==> src/rtl/clk_sel_pkg.sv <==
// Shared types and constants for the clock-select control path.
package clk_sel_pkg;

  typedef enum logic [2:0] {
    ST_INIT,
    ST_IDLE,
    ST_ISSUE,
    ST_WAIT_ASSERT,
    ST_WAIT_RELEASE
  } state_e;

  localparam logic SEL_A = 1'b1;
  localparam logic SEL_B = 1'b0;

endpackage

==> src/rtl/reset_level_sync.sv <==
// Multi-flop level synchronizer for a 1-bit status signal; resets to 0.
module reset_level_sync #(
  parameter int SYNC_STAGES = 2
) (
  input  logic clk_i,
  input  logic rst_i,
  input  logic d_i,
  output logic q_o
);

  logic [SYNC_STAGES-1:0] sync_q;

  always_ff @(posedge clk_i or posedge rst_i) begin
    if (rst_i) begin
      sync_q <= '0;
    end else begin
      sync_q <= {sync_q[SYNC_STAGES-2:0], d_i};
    end
  end

  assign q_o = sync_q[SYNC_STAGES-1];

endmodule

==> src/rtl/clock_select_ctrl.sv <==
// Issues SELECT/SELECT_ENABLE to the two-clock selector and acknowledges once
// the newly selected domain has been seen leaving reset.
module clock_select_ctrl
  import clk_sel_pkg::*;
#(
  parameter int SYNC_STAGES = 2,
  parameter int ASSERT_WAIT = 8,
  parameter int TIMEOUT     = 1024,
  parameter int CNT_W       = 11
) (
  input  logic CLK,
  input  logic RST,
  input  logic REQ_VALID,
  input  logic REQ_SEL,
  output logic REQ_READY,
  output logic SELECT,
  output logic SELECT_ENABLE,
  input  logic SEL_RST_N,
  output logic CUR_SEL,
  output logic BUSY,
  output logic DONE,
  output logic ERR
);

  localparam logic [CNT_W-1:0] AW_LAST = CNT_W'(ASSERT_WAIT - 1);
  localparam logic [CNT_W-1:0] TO_LAST = CNT_W'(TIMEOUT - 1);
  localparam logic [CNT_W-1:0] CNT_MAX = '1;

  state_e           state_q, state_d;
  logic [CNT_W-1:0] cnt_q, cnt_d, cnt_inc;
  logic             select_q, select_d;
  logic             cur_sel_q, cur_sel_d;
  logic             sel_en_q, sel_en_d;
  logic             done_q, done_d;
  logic             err_q, err_d;
  logic             rst_n_s;

  reset_level_sync #(
    .SYNC_STAGES(SYNC_STAGES)
  ) u_rst_sync (
    .clk_i(CLK),
    .rst_i(RST),
    .d_i  (SEL_RST_N),
    .q_o  (rst_n_s)
  );

  assign cnt_inc = (cnt_q == CNT_MAX) ? cnt_q : cnt_q + CNT_W'(1);

  always_comb begin
    state_d   = state_q;
    cnt_d     = cnt_q;
    select_d  = select_q;
    cur_sel_d = cur_sel_q;
    done_d    = 1'b0;
    err_d     = 1'b0;
    case (state_q)
      ST_INIT: begin
        if (rst_n_s) begin
          state_d = ST_IDLE;
        end else if (cnt_q == TO_LAST) begin
          err_d   = 1'b1;
          state_d = ST_IDLE;
        end else begin
          cnt_d = cnt_inc;
        end
      end
      ST_IDLE: begin
        if (REQ_VALID) begin
          if (REQ_SEL == cur_sel_q) begin
            done_d = 1'b1;
          end else begin
            select_d = REQ_SEL;
            state_d  = ST_ISSUE;
          end
        end
      end
      ST_ISSUE: begin
        cur_sel_d = select_q;
        cnt_d     = '0;
        state_d   = ST_WAIT_ASSERT;
      end
      // A fast new clock may finish its reset before the synchronizer sees it,
      // so expiring here just moves on to the release wait.
      ST_WAIT_ASSERT: begin
        if (!rst_n_s || cnt_q == AW_LAST) begin
          cnt_d   = '0;
          state_d = ST_WAIT_RELEASE;
        end else begin
          cnt_d = cnt_inc;
        end
      end
      ST_WAIT_RELEASE: begin
        if (rst_n_s) begin
          done_d  = 1'b1;
          state_d = ST_IDLE;
        end else if (cnt_q == TO_LAST) begin
          done_d  = 1'b1;
          err_d   = 1'b1;
          state_d = ST_IDLE;
        end else begin
          cnt_d = cnt_inc;
        end
      end
      default: state_d = ST_INIT;
    endcase
    sel_en_d = (state_d == ST_ISSUE);
  end

  always_ff @(posedge CLK or posedge RST) begin
    if (RST) begin
      state_q   <= ST_INIT;
      cnt_q     <= '0;
      select_q  <= SEL_B;
      cur_sel_q <= SEL_B;
      sel_en_q  <= 1'b0;
      done_q    <= 1'b0;
      err_q     <= 1'b0;
    end else begin
      state_q   <= state_d;
      cnt_q     <= cnt_d;
      select_q  <= select_d;
      cur_sel_q <= cur_sel_d;
      sel_en_q  <= sel_en_d;
      done_q    <= done_d;
      err_q     <= err_d;
    end
  end

  assign REQ_READY     = (state_q == ST_IDLE);
  assign BUSY          = (state_q != ST_IDLE);
  assign SELECT        = select_q;
  assign SELECT_ENABLE = sel_en_q;
  assign CUR_SEL       = cur_sel_q;
  assign DONE          = done_q;
  assign ERR           = err_q;

endmodule

==> config.mk <==
export PLATFORM = sky130hd
export DESIGN_NAME = clock_select_ctrl
export DESIGN_NICKNAME = d
export VERILOG_FILES = /design/src/rtl/clk_sel_pkg.sv /design/src/rtl/reset_level_sync.sv /design/src/rtl/clock_select_ctrl.sv
export SDC_FILE = /design/constraint.sdc
export NUM_CORES = 1
export LEC_CHECK = 0
export CAP_MARGIN = 20
export CELL_PAD_IN_SITES_DETAIL_PLACEMENT = 1
export CELL_PAD_IN_SITES_GLOBAL_PLACEMENT = 2
export CORE_MARGIN = 1
export CORE_UTILIZATION = 30
export CTS_CLUSTER_SIZE = 8
export DETAILED_ROUTE_END_ITERATION = 16
export PLACE_DENSITY = 0.77
export REMOVE_ABC_BUFFERS = 1
export SLEW_MARGIN = 20
export SYNTH_ARGS = -nofsm -noshare
export SYNTH_HDL_FRONTEND = slang
export SYNTH_SLANG_ARGS = --single-unit
==> constraint.sdc <==
create_clock -name CLK -period 3.6 [get_ports CLK]
set_input_delay 0.54 -clock CLK [delete_from_list [all_inputs] [get_ports CLK]]
set_output_delay 0.54 -clock CLK [all_outputs]
set_load 0.05 [all_outputs]
==> summary.md <==
| Metric | Value |
|---|---|
| Die Area | `4450 sq um` |
| Fmax | `0.376 GHz` |
| Slew margin rel. | `0.398` |
| Layout area overhead | `13.7%` |
| Root Buffer | `clkbuf_8` |
| Final #Nets | `143` |
| TritonCTS clock tree | `yes` |
| Post-Synth XOR/XNOR Area | `0.00698` |
| Global-route wire length before repair | `5.11 mm` |
| Total GRT Usage | `0.153` |
| Vias/cell | `5.61` |
| Critical path peak fanout | `8` |
| Post-CTS setup buffer count | `0` |
| Worst Slack Setup Final | `0.941 ns` |
| Clk slew on worst S/H paths | `0.07 ns` |
| CP startpoint kind | `flop` |
| Pin count of the biggest net entering global routing | `22` |
| Worst slack, placed | `1.22 ns` |
| Register area share after synthesis | `0.419` |
| Detail Route Antenna Nets | `0` |
| Asr flop ratio synth | `1.00` |
| Status | `completed` |
| Part of the power in combinational logic | `0.484` |
| # hold bufs at CTS | `0` |
| Compound-Gate Fraction of Synth Area | `0.268` |
| Skew-Pair Late Insertion Delay | `0.26 ns` |
| Core Util, Final | `0.357` |
| Unrepaired setup endpoints after global routing | `false` |
| Ys Warns | `0` |
| Drt first-iter violations | `10` |
| Int Power | `0.000521 W` |
| Final setup viols | `0` |
| Vias in the first global route | `1045` |
| # port buffers | `11` |
| Cts repair resizes | `0` |
| Final Hold Fails | `0` |
| Detailed-router iteration count before antenna repair | `4` |
| Routed WL | `2.94 mm` |
| Sw Ratio | `0.456` |
| Syn avg cell area | `9.88 sq um` |
| Fin Hold WS | `0.367 ns` |
| Die Width | `66.7 um` |
| Max-Cap Viols | `0` |
| Worst-Margin Slew | `0.903 ns` |
| Post-synthesis mux area share | `0.0648` |
| Core footprint | `4000 sq um` |
| Placer Congestion | `0.791` |
| Grt ovf | `0` |
| NetSw | `0.000436 W` |
| Via count | `1044` |
| Height of the die | `66.7 um` |
| Top-count cell post-synth | `dfrtp_1` |
| Final period util | `0.738` |
| Hold Path Class | `flop to flop` |
| Residual DRC count | `0` |
| Max Slew Vio Count | `0` |
| Seq pwr share | `0.353` |
| Worst EP required | `3.06 ns` |
| CP arrival | `2.12 ns` |
| Final HPWL DP | `2.18 mm` |
| Initial core utilization | `0.314` |
| Rows | `23` |
| Synth area leader | `dfrtp_1` |
| Post-synthesis cell count | `127` |
| Largest cells by area after synthesis | `dfrtp_1 42%, mux2i_1 5.6%, o21bai_2 5.4%` |
| Yosys top cell area share | `0.419` |
| Clk_skew | `0.00735 ns` |
| Final setup TNS | `0 ns` |
| Synth Area in Simple Gates | `0.175` |
| # IOs | `12` |
| Critical path class | `flop to primary output` |
| H-tree depth | `1` |
| CTS Sinks | `21` |
| Post-synthesis adder-cell area fraction | `0.00997` |
| Antenna violations before repair | `0` |
| Synth cell types | `37` |
| Max VDD drop | `0.240 mV` |
| TritonCTS buffer count | `3` |
| Ratio of total power to cell area | `671 nW/um^2` |
| Cell leakage power | `0.575 nW` |
| Clk buf depth | `2` |
| Post-Syn Area | `1250 sq um` |
| Commonest cells post-synth | `21 x dfrtp_1, 11 x o21ai_0, 8 x nor2_1` |
| Power share of the clock group | `0.163` |
| Synthesized flop and latch total | `21` |
| Layout cell share with drive strength beyond 1 | `0.125` |
| Detailed-route wire length per cell | `15.8 um` |
| Critical path endpoint category | `primary output` |
| Largest family of logic cells by synthesized area | `compound AO/OA/AOI/OAI gates` |
| Minimum clock period | `2.66 ns` |
| EDFF count, synth | `0` |
| Synth Flop Type | `dfrtp_1` |
| Ant diodes | `0` |
[path summary, 6_finish.rpt]
path | start | to | slack, ns | depth (start not counted)
max | state_q[1] | REQ_READY | 0.94 | 2
min | u_rst_sync.sync_q[0] | u_rst_sync.sync_q[1] | 0.37 | 0
max reg2reg | cnt_q[0] | cnt_q[8] | 1.40 | 5
min reg2reg | u_rst_sync.sync_q[0] | u_rst_sync.sync_q[1] | 0.37 | 0
max in group asynchronous | RST | cnt_q[6] | 2.33 | 2
min in group asynchronous | RST | cnt_q[9] | 0.75 | 2
[layout make-up]
class                   count  area (sq um)
fillers                   473          2570
multi-input cells          94           659
flip-flops and latches     21           526
repair buffers             11           110
well taps                  50          62.6
clock buffers               3          41.3
inverters                   6          22.5
clock inverters             1          5.00
[cells by family after synthesis]
logic type,after synthesis
flip-flops,21
AND/OR/NAND/NOR,40
multiplexers,8
adder cells (fa/ha/maj),1
XOR/XNOR,1
buffers and inverters,12
AO/OA/AOI/OAI,44
[placed cells by master (no fill, tap or decap), drive strengths merged, types with 2 or more instances in the layout]
cell type / n
clkdlybuf4s50: 11
mux2i: 7
nor4: 2
nor3: 5
o211ai: 3
nor2: 8
nand2: 6
o21ai: 15
a31oi: 3
and4: 2
nand3: 6
nand4: 4
a21oi: 7
a41oi: 2
o21bai: 6
and3: 2
dfrtp: 21
o22ai: 2
clkbuf: 3
inv: 6
[metal layers]
metal / part of all wire / vias up / track usage / wire length [um]
met5: 0 / - / 0 / 0
met4: 0.014 / 0 / 0.0585 / 41
met3: 0.018 / 5 / 0.0205 / 54
met2: 0.50 / 11 / 0.244 / 1480
met1: 0.46 / 532 / 0.207 / 1370
li1: - / 496 / - / -
[sequential cells by signal, indices dropped and copies added, names as in the netlist]
register and flops:
cnt_q 11, ERR 1, SELECT_ENABLE 1, state_q 3, SELECT 1, u_rst_sync.sync_q 2
CUR_SEL 1, DONE 1
[power by group through the flow]
stage	Clock, W	Sequential (W)	Combinational, W
floorplan	0	0.000381	0.000288
global placement	0	0.000334	0.000456
detailed placement	0	0.000342	0.000468
CTS	0.000162	0.000337	0.000470
global route	0.000174	0.000349	0.000509
finish	0.000156	0.000338	0.000463
[critical path, cell delays in order, from the launching register on]
cell and delay [ns]:
dfrtp_1 0.45, nor3b_1 0.51, clkdlybuf4s50_1 0.91
[per-stage QoR]
| stage | cell area, sq um | power (W) | std cells |
|---|---|---|---|
| after floorplan | 1210 | 0.000669 | 121 |
| after global placement | 1380 | 0.000790 | 182 |
| after detailed placement | 1380 | 0.000810 | 182 |
| after CTS | 1430 | 0.000969 | 186 |
| after global routing | 1430 | 0.00103 | 186 |
| final | 1430 | 0.000958 | 186 |
(Power assumes the default switching activity.)
